### src/rtl/mv_pattern_gen.sv
// mv_pattern_gen: moving test-pattern generator for the HDMI output path.
// Takes timing hs/vs/de plus x/y and produces sync and RGB delayed by 2 cycles.
// Patterns: 0 ramp, 1 colour bars, 2 checker, 3 flash; scroll config is
// captured on each frame event (falling edge of timing_vs).
// Optional macro PATTERN_BORDER_EN forces the outermost active pixels to white.
module mv_pattern_gen #(
    parameter int unsigned DW      = 8,
    parameter int unsigned CW      = 12,
    parameter int unsigned SQ_LOG2 = 5
) (
    input  logic          clk,
    input  logic          rst_n,
    input  logic [1:0]    mode,
    input  logic [7:0]    speed,
    input  logic          dir,
    input  logic [DW-1:0] step,
    input  logic [15:0]   hactive,
    input  logic [15:0]   vactive,
    input  logic          timing_hs,
    input  logic          timing_vs,
    input  logic          timing_de,
    input  logic [CW-1:0] timing_x,
    input  logic [CW-1:0] timing_y,
    output logic          hs,
    output logic          vs,
    output logic          de,
    output logic [DW-1:0] rgb_r,
    output logic [DW-1:0] rgb_g,
    output logic [DW-1:0] rgb_b,
    output logic          frame_pulse
);

    localparam int unsigned BW = 13;

    logic          vs_in_q;
    logic          frame_evt_c;
    logic          frame_pulse_q;
    logic [1:0]    mode_s_q;
    logic [7:0]    speed_s_q;
    logic          dir_s_q;
    logic [DW-1:0] step_s_q;
    logic [7:0]    presc_q, presc_d;
    logic [DW-1:0] offset_q, offset_d;
    logic [BW-1:0] bar_w_c;
    logic [BW-1:0] bar_cnt_q, bar_cnt_d;
    logic [2:0]    bar_idx_q, bar_idx_d;
    logic [DW-1:0] ramp_c;
    logic [CW-1:0] xo_c;
    logic          chk_c;
    logic [2:0]    bar_c;
    logic          hs1_q, vs1_q, de1_q;
    logic [1:0]    mode1_q;
    logic [DW-1:0] ramp1_q;
    logic          chk1_q;
    logic [2:0]    bar1_q;
    logic [DW-1:0] flash1_q;
    logic          hs2_q, vs2_q, de2_q;
    logic [DW-1:0] r2_q, g2_q, b2_q;
    logic [DW-1:0] r_c, g_c, b_c;

    assign frame_evt_c = vs_in_q & ~timing_vs;

    // Frame detection, shadow config, prescaler and scroll offset
    always_ff @(posedge clk or negedge rst_n) begin
        if (!rst_n) begin
            vs_in_q       <= 1'b0;
            frame_pulse_q <= 1'b0;
            mode_s_q      <= '0;
            speed_s_q     <= '0;
            dir_s_q       <= 1'b0;
            step_s_q      <= '0;
            presc_q       <= '0;
            offset_q      <= '0;
        end else begin
            vs_in_q       <= timing_vs;
            frame_pulse_q <= frame_evt_c;
            presc_q       <= presc_d;
            offset_q      <= offset_d;
            if (frame_evt_c) begin
                mode_s_q  <= mode;
                speed_s_q <= speed;
                dir_s_q   <= dir;
                step_s_q  <= step;
            end
        end
    end

    // Prescaler step uses the shadow values held before this event's update
    always_comb begin
        presc_d  = presc_q;
        offset_d = offset_q;
        if (frame_evt_c) begin
            if (speed_s_q == 8'd0) begin
                presc_d = '0;
            end else if (presc_q == speed_s_q - 8'd1) begin
                presc_d  = '0;
                offset_d = dir_s_q ? offset_q - step_s_q : offset_q + step_s_q;
            end else begin
                presc_d = presc_q + 8'd1;
            end
        end
    end

    assign bar_w_c = (hactive[15:3] == 13'd0) ? 13'd1 : hactive[15:3];

    // Colour-bar pixel counter and saturating bar index, cleared outside de
    always_comb begin
        bar_cnt_d = bar_cnt_q;
        bar_idx_d = bar_idx_q;
        if (!timing_de) begin
            bar_cnt_d = '0;
            bar_idx_d = '0;
        end else if (bar_cnt_q == bar_w_c - 13'd1) begin
            bar_cnt_d = '0;
            bar_idx_d = (bar_idx_q == 3'd7) ? 3'd7 : bar_idx_q + 3'd1;
        end else begin
            bar_cnt_d = bar_cnt_q + 13'd1;
        end
    end

    // Bar counter state
    always_ff @(posedge clk or negedge rst_n) begin
        if (!rst_n) begin
            bar_cnt_q <= '0;
            bar_idx_q <= '0;
        end else begin
            bar_cnt_q <= bar_cnt_d;
            bar_idx_q <= bar_idx_d;
        end
    end

    assign ramp_c = timing_x[DW-1:0] + timing_y[DW-1:0] + offset_q;
    assign xo_c   = timing_x + CW'(offset_q);
    assign chk_c  = xo_c[SQ_LOG2] ^ timing_y[SQ_LOG2];
    assign bar_c  = bar_idx_q + offset_q[2:0];

`ifdef PATTERN_BORDER_EN
    logic [CW-1:0] x1_q, y1_q;
    logic          border_c;

    // Stage-1 coordinates kept for the border test in stage 2
    always_ff @(posedge clk or negedge rst_n) begin
        if (!rst_n) begin
            x1_q <= '0;
            y1_q <= '0;
        end else begin
            x1_q <= timing_x;
            y1_q <= timing_y;
        end
    end

    assign border_c = (16'(x1_q) == 16'd0) || (16'(x1_q) == hactive - 16'd1) ||
                      (16'(y1_q) == 16'd0) || (16'(y1_q) == vactive - 16'd1);
`else
    logic unused_c;
    assign unused_c = ^{vactive, hactive[2:0], timing_y};
`endif

    // Stage 1: timing and per-pattern intermediates
    always_ff @(posedge clk or negedge rst_n) begin
        if (!rst_n) begin
            hs1_q    <= 1'b0;
            vs1_q    <= 1'b0;
            de1_q    <= 1'b0;
            mode1_q  <= '0;
            ramp1_q  <= '0;
            chk1_q   <= 1'b0;
            bar1_q   <= '0;
            flash1_q <= '0;
        end else begin
            hs1_q    <= timing_hs;
            vs1_q    <= timing_vs;
            de1_q    <= timing_de;
            mode1_q  <= mode_s_q;
            ramp1_q  <= ramp_c;
            chk1_q   <= chk_c;
            bar1_q   <= bar_c;
            flash1_q <= offset_q;
        end
    end

    // Pattern select; bar colours white..black map to inverted index bits
    always_comb begin
        r_c = '0;
        g_c = '0;
        b_c = '0;
        case (mode1_q)
            2'd0: begin
                r_c = ramp1_q;
                g_c = ramp1_q;
                b_c = ramp1_q;
            end
            2'd1: begin
                r_c = {DW{~bar1_q[1]}};
                g_c = {DW{~bar1_q[2]}};
                b_c = {DW{~bar1_q[0]}};
            end
            2'd2: begin
                r_c = {DW{chk1_q}};
                g_c = {DW{chk1_q}};
                b_c = {DW{chk1_q}};
            end
            default: begin
                r_c = flash1_q;
                g_c = flash1_q;
                b_c = flash1_q;
            end
        endcase
`ifdef PATTERN_BORDER_EN
        if (border_c) begin
            r_c = '1;
            g_c = '1;
            b_c = '1;
        end
`endif
        if (!de1_q) begin
            r_c = '0;
            g_c = '0;
            b_c = '0;
        end
    end

    // Stage 2: output registers
    always_ff @(posedge clk or negedge rst_n) begin
        if (!rst_n) begin
            hs2_q <= 1'b0;
            vs2_q <= 1'b0;
            de2_q <= 1'b0;
            r2_q  <= '0;
            g2_q  <= '0;
            b2_q  <= '0;
        end else begin
            hs2_q <= hs1_q;
            vs2_q <= vs1_q;
            de2_q <= de1_q;
            r2_q  <= r_c;
            g2_q  <= g_c;
            b2_q  <= b_c;
        end
    end

    assign hs          = hs2_q;
    assign vs          = vs2_q;
    assign de          = de2_q;
    assign rgb_r       = r2_q;
    assign rgb_g       = g2_q;
    assign rgb_b       = b2_q;
    assign frame_pulse = frame_pulse_q;

endmodule

### config.mk
export PLATFORM = sky130hd
export DESIGN_NAME = mv_pattern_gen
export DESIGN_NICKNAME = d
export VERILOG_FILES = /design/src/rtl/mv_pattern_gen.sv
export SDC_FILE = /design/constraint.sdc
export NUM_CORES = 1
export LEC_CHECK = 0
export ABC_CLOCK_PERIOD_IN_PS = 4500
export BUFFER_PORTS_ARGS = -buffer_cell sky130_fd_sc_hd__buf_2
export CAP_MARGIN = 5
export CORE_MARGIN = 2
export CORE_UTILIZATION = 60
export CTS_CLUSTER_DIAMETER = 120
export DETAILED_ROUTE_END_ITERATION = 10
export GPL_ROUTABILITY_DRIVEN = 0
export PLACE_DENSITY = 0.87
export SYNTH_ARGS = -nofsm -noshare
export SYNTH_HDL_FRONTEND = slang
export SYNTH_SLANG_ARGS = --single-unit
export TNS_END_PERCENT = 30
### constraint.sdc
create_clock -name clk -period 4.5 [get_ports clk]
set_clock_uncertainty 0.2 [all_clocks]
set_input_delay 0.9 -clock clk [delete_from_list [all_inputs] [get_ports clk]]
set_output_delay 0.9 -clock clk [all_outputs]
set_load 0.005 [all_outputs]
==> qor.csv <==
metric;value;unit
status;finished, final reports clean;
maxSlewHeadroom;32.1;%
cts_buffers;9;
worst-path-buf-inv;1;
rsz0062_at_grt;no;
setup_viol;0;
syn_area;0.00560;sq mm
synth_top_area_cell;dfrtp_1;
layout-drive-gt1-share;18.8;%
worstMarginPinSlew;1.02;ns
path_max_fanout;7;
r2r_slack;1.08;ns
worstSetupPathDepth;12;
synth_top_cell_area_share;46.5;%
fin_crit;3.44;ns
synth_most_common_cell;dfrtp_1;
rows;35;
die_area;0.0101;sq mm
drv_cap;0;
io_buffers;80;
crit_type;input port to flip-flop;
yosysUniqueCellTypes;54;
postCtsHoldBufs;0;
initial_core_util;61.1;%
drc;0;
cts.clk_slew.worst_paths;0.11;ns
die_h;101;um
grt_max_degree;88;
synth_edf_count;0;
async_reset_ff_share;100;%
synthMuxAreaShare;1.63;%
antenna_cells;0;
ys_top_cells_by_area;dfrtp_1 47%, xnor2_1 5.6%, ha_1 5.6%, nand2_1 4.7%, xor2_1 4.5%;
pin_count;108;
fin_tns_setup;0;ns
hold_class;flip-flop to flip-flop;
insertion_delay;0.38;ns
slowest_stage;nor4_1;
first_pass_iters;4;
synth_xor_area_share;10.2;%
cp.arrival;3.53;ns
cts.repair.resized;0;
ir_worst_vdd;253;uV
grt_overflow_total;0;
synth_cells;569;
cp.required;4.59;ns
cts_tree;built;
startpoint_type;input port;
ant_nets;0;
cts_max_level;3;
synth_commonest_cells;104 x dfrtp_1, 70 x nand2_1, 44 x nor2_1;
cp_top_family;simple AND/OR/NAND/NOR gates;
slew_violations;0;
viasPerCell;5.48;
ys_seq_area_share;46.5;%
p_per_area;463;mW/mm^2
clockRootBuffer;clkbuf_8;
area_growth;12.7;%
drt_wl_total;10.7;mm
grtUsageTotal;23.2;%
yosysWarnings;0;
hold_viol_final;0;
place_ws;0.678;ns
ys_ff_latch;104;
synth_compound_gate_area_share;11.8;%
whs_path_depth;0;
post-cts-setup-buffers;0;
cpMostUsedCell;xnor2_1;
r2r_cells;9;
synth.avg_cell_area;9.83;sq um
num_vias;4173;
antenna_found_initial;0;
clockBufferDepth;2;
cts_sinks;104;
synthAdderAreaFrac;9.17;%
synthFlopType;dfrtp_1;
synth_top_family_by_area;simple AND/OR/NAND/NOR gates;
wl_per_cell;14.0;um
fin_crit_sh;76.4;%
leakage;0.00314;uW
synth_simple_gate_area_share;17.1;%
setup_slack;1.06;ns
drt_first_iter_violations;75;
grt_pass1_vias;4223;
die_w;101;um
final_nets;760;
cp_cell_sequence;buf_2, nor4_1, nand4_1, nor2b_1, ha_1, xnor2_1, xnor2_1, a211o_1, nor3_1, nand3_1, nor2_1, mux2i_1;
syn_nets;684;
place_hpwl;8.08;mm
max_stage_delay;0.56;ns
core_area;0.00915;sq mm
grt_pass1_wl;18.7;mm
max_freq;291;MHz
crit_path_end_kind;flip-flop;
==> area by class of cell <==
type | instances | area, sq um
inverter | 33 | 124
timing repair buffer | 83 | 425
clock inverter | 7 | 98.8
fill | 672 | 2850
tap | 111 | 139
clock buffer | 9 | 124
sequential | 104 | 2600
multi-input combinational | 414 | 2790
==> power breakdown <==
part	internal, uW	switching [uW]	leakage [uW]	total [uW]
logic	489	518	0.00169	1010
clock network	234	374	0.000111	608
registers	1140	164	0.00134	1300
==> routing by layer <==
metal  GRT usage, %  up-vias  part of all wire, %
met5              0        -                    0
met4           8.96        0                  2.2
met3           4.16       23                  3.7
met2           40.4      108                   52
met1           28.8     1985                   42
li1               -     2057                    -
==> path summary, 6_finish.rpt <==
| path | startpoint | to |
|---|---|---|
| max in group asynchronous | rst_n | speed_s_q[3] |
| hold reg to reg | hs1_q | hs |
| setup / recovery | hactive[11] | bar_idx_q[0] |
| hold / removal | hs1_q | hs |
| setup reg to reg | speed_s_q[0] | presc_q[5] |
| min in group asynchronous | rst_n | rgb_r[5] |
==> flip-flops by register name (all words and copies together) (netlist names), 2 cells and up <==
signal	flops
bar1_q	3
bar_cnt_q	13
bar_idx_q	3
flash1_q	8
mode1_q	2
mode_s_q	2
offset_q	8
presc_q	8
ramp1_q	8
rgb_b	8
rgb_g	8
rgb_r	8
speed_s_q	8
step_s_q	8
==> placed cells by master (no fill, tap or decap), drive strengths merged, types with 2 or more instances in the layout <==
| master | netlist | layout |
|---|---|---|
| nor3 | 8 | 8 |
| nor2b | 6 | 6 |
| xnor2 | 36 | 36 |
| mux2 | 3 | 3 |
| or2 | 8 | 8 |
| a41oi | 3 | 3 |
| nand2b | 16 | 16 |
| o21ai | 32 | 32 |
| mux2i | 5 | 5 |
| ha | 25 | 25 |
| dfrtp | 104 | 104 |
| buf | 5 | 83 |
| a31oi | 6 | 6 |
| o31ai | 3 | 3 |
| a21o | 11 | 11 |
| nor4 | 4 | 4 |
| a21oi | 37 | 37 |
| nand3 | 15 | 15 |
| nor3b | 3 | 3 |
| o21bai | 3 | 3 |
| nor2 | 45 | 45 |
| nand4 | 2 | 2 |
| clkinv | 0 | 3 |
| a41o | 2 | 2 |
| fa | 10 | 10 |
| a211o | 2 | 2 |
| nand2 | 70 | 70 |
| xor2 | 29 | 29 |
| and3 | 7 | 7 |
| and2 | 9 | 9 |
| or3 | 2 | 2 |
| inv | 33 | 37 |
| clkbuf | 13 | 9 |
==> metrics by stage <==
step           cell area, sq um  instances  total power [uW]  hold WS [ns]  utilization (%)
6_report                   6300        761              2920         0.157             68.9
5_1_grt                    6300        761              3130         0.180             68.9
4_1_cts                    6300        761              2940         0.166             68.9
3_5_place_dp               6080        745              2330         0.149             66.5
3_3_place_gp               6080        745              2240         0.132             66.5
2_1_floorplan              5600        569              2030         0.131                -
==> kinds of logic (layout without fill, tap and decap cells) <==
kind of cell	Yosys count	after routing
multiplexers	8	8
AO/OA/AOI/OAI	107	107
XOR/XNOR	65	65
buffers and inverters	51	132
flip-flops	104	104
AND/OR/NAND/NOR	199	199
adder cells (fa/ha/maj)	35	35
Note: power is estimated with default switching activity, not from simulation.
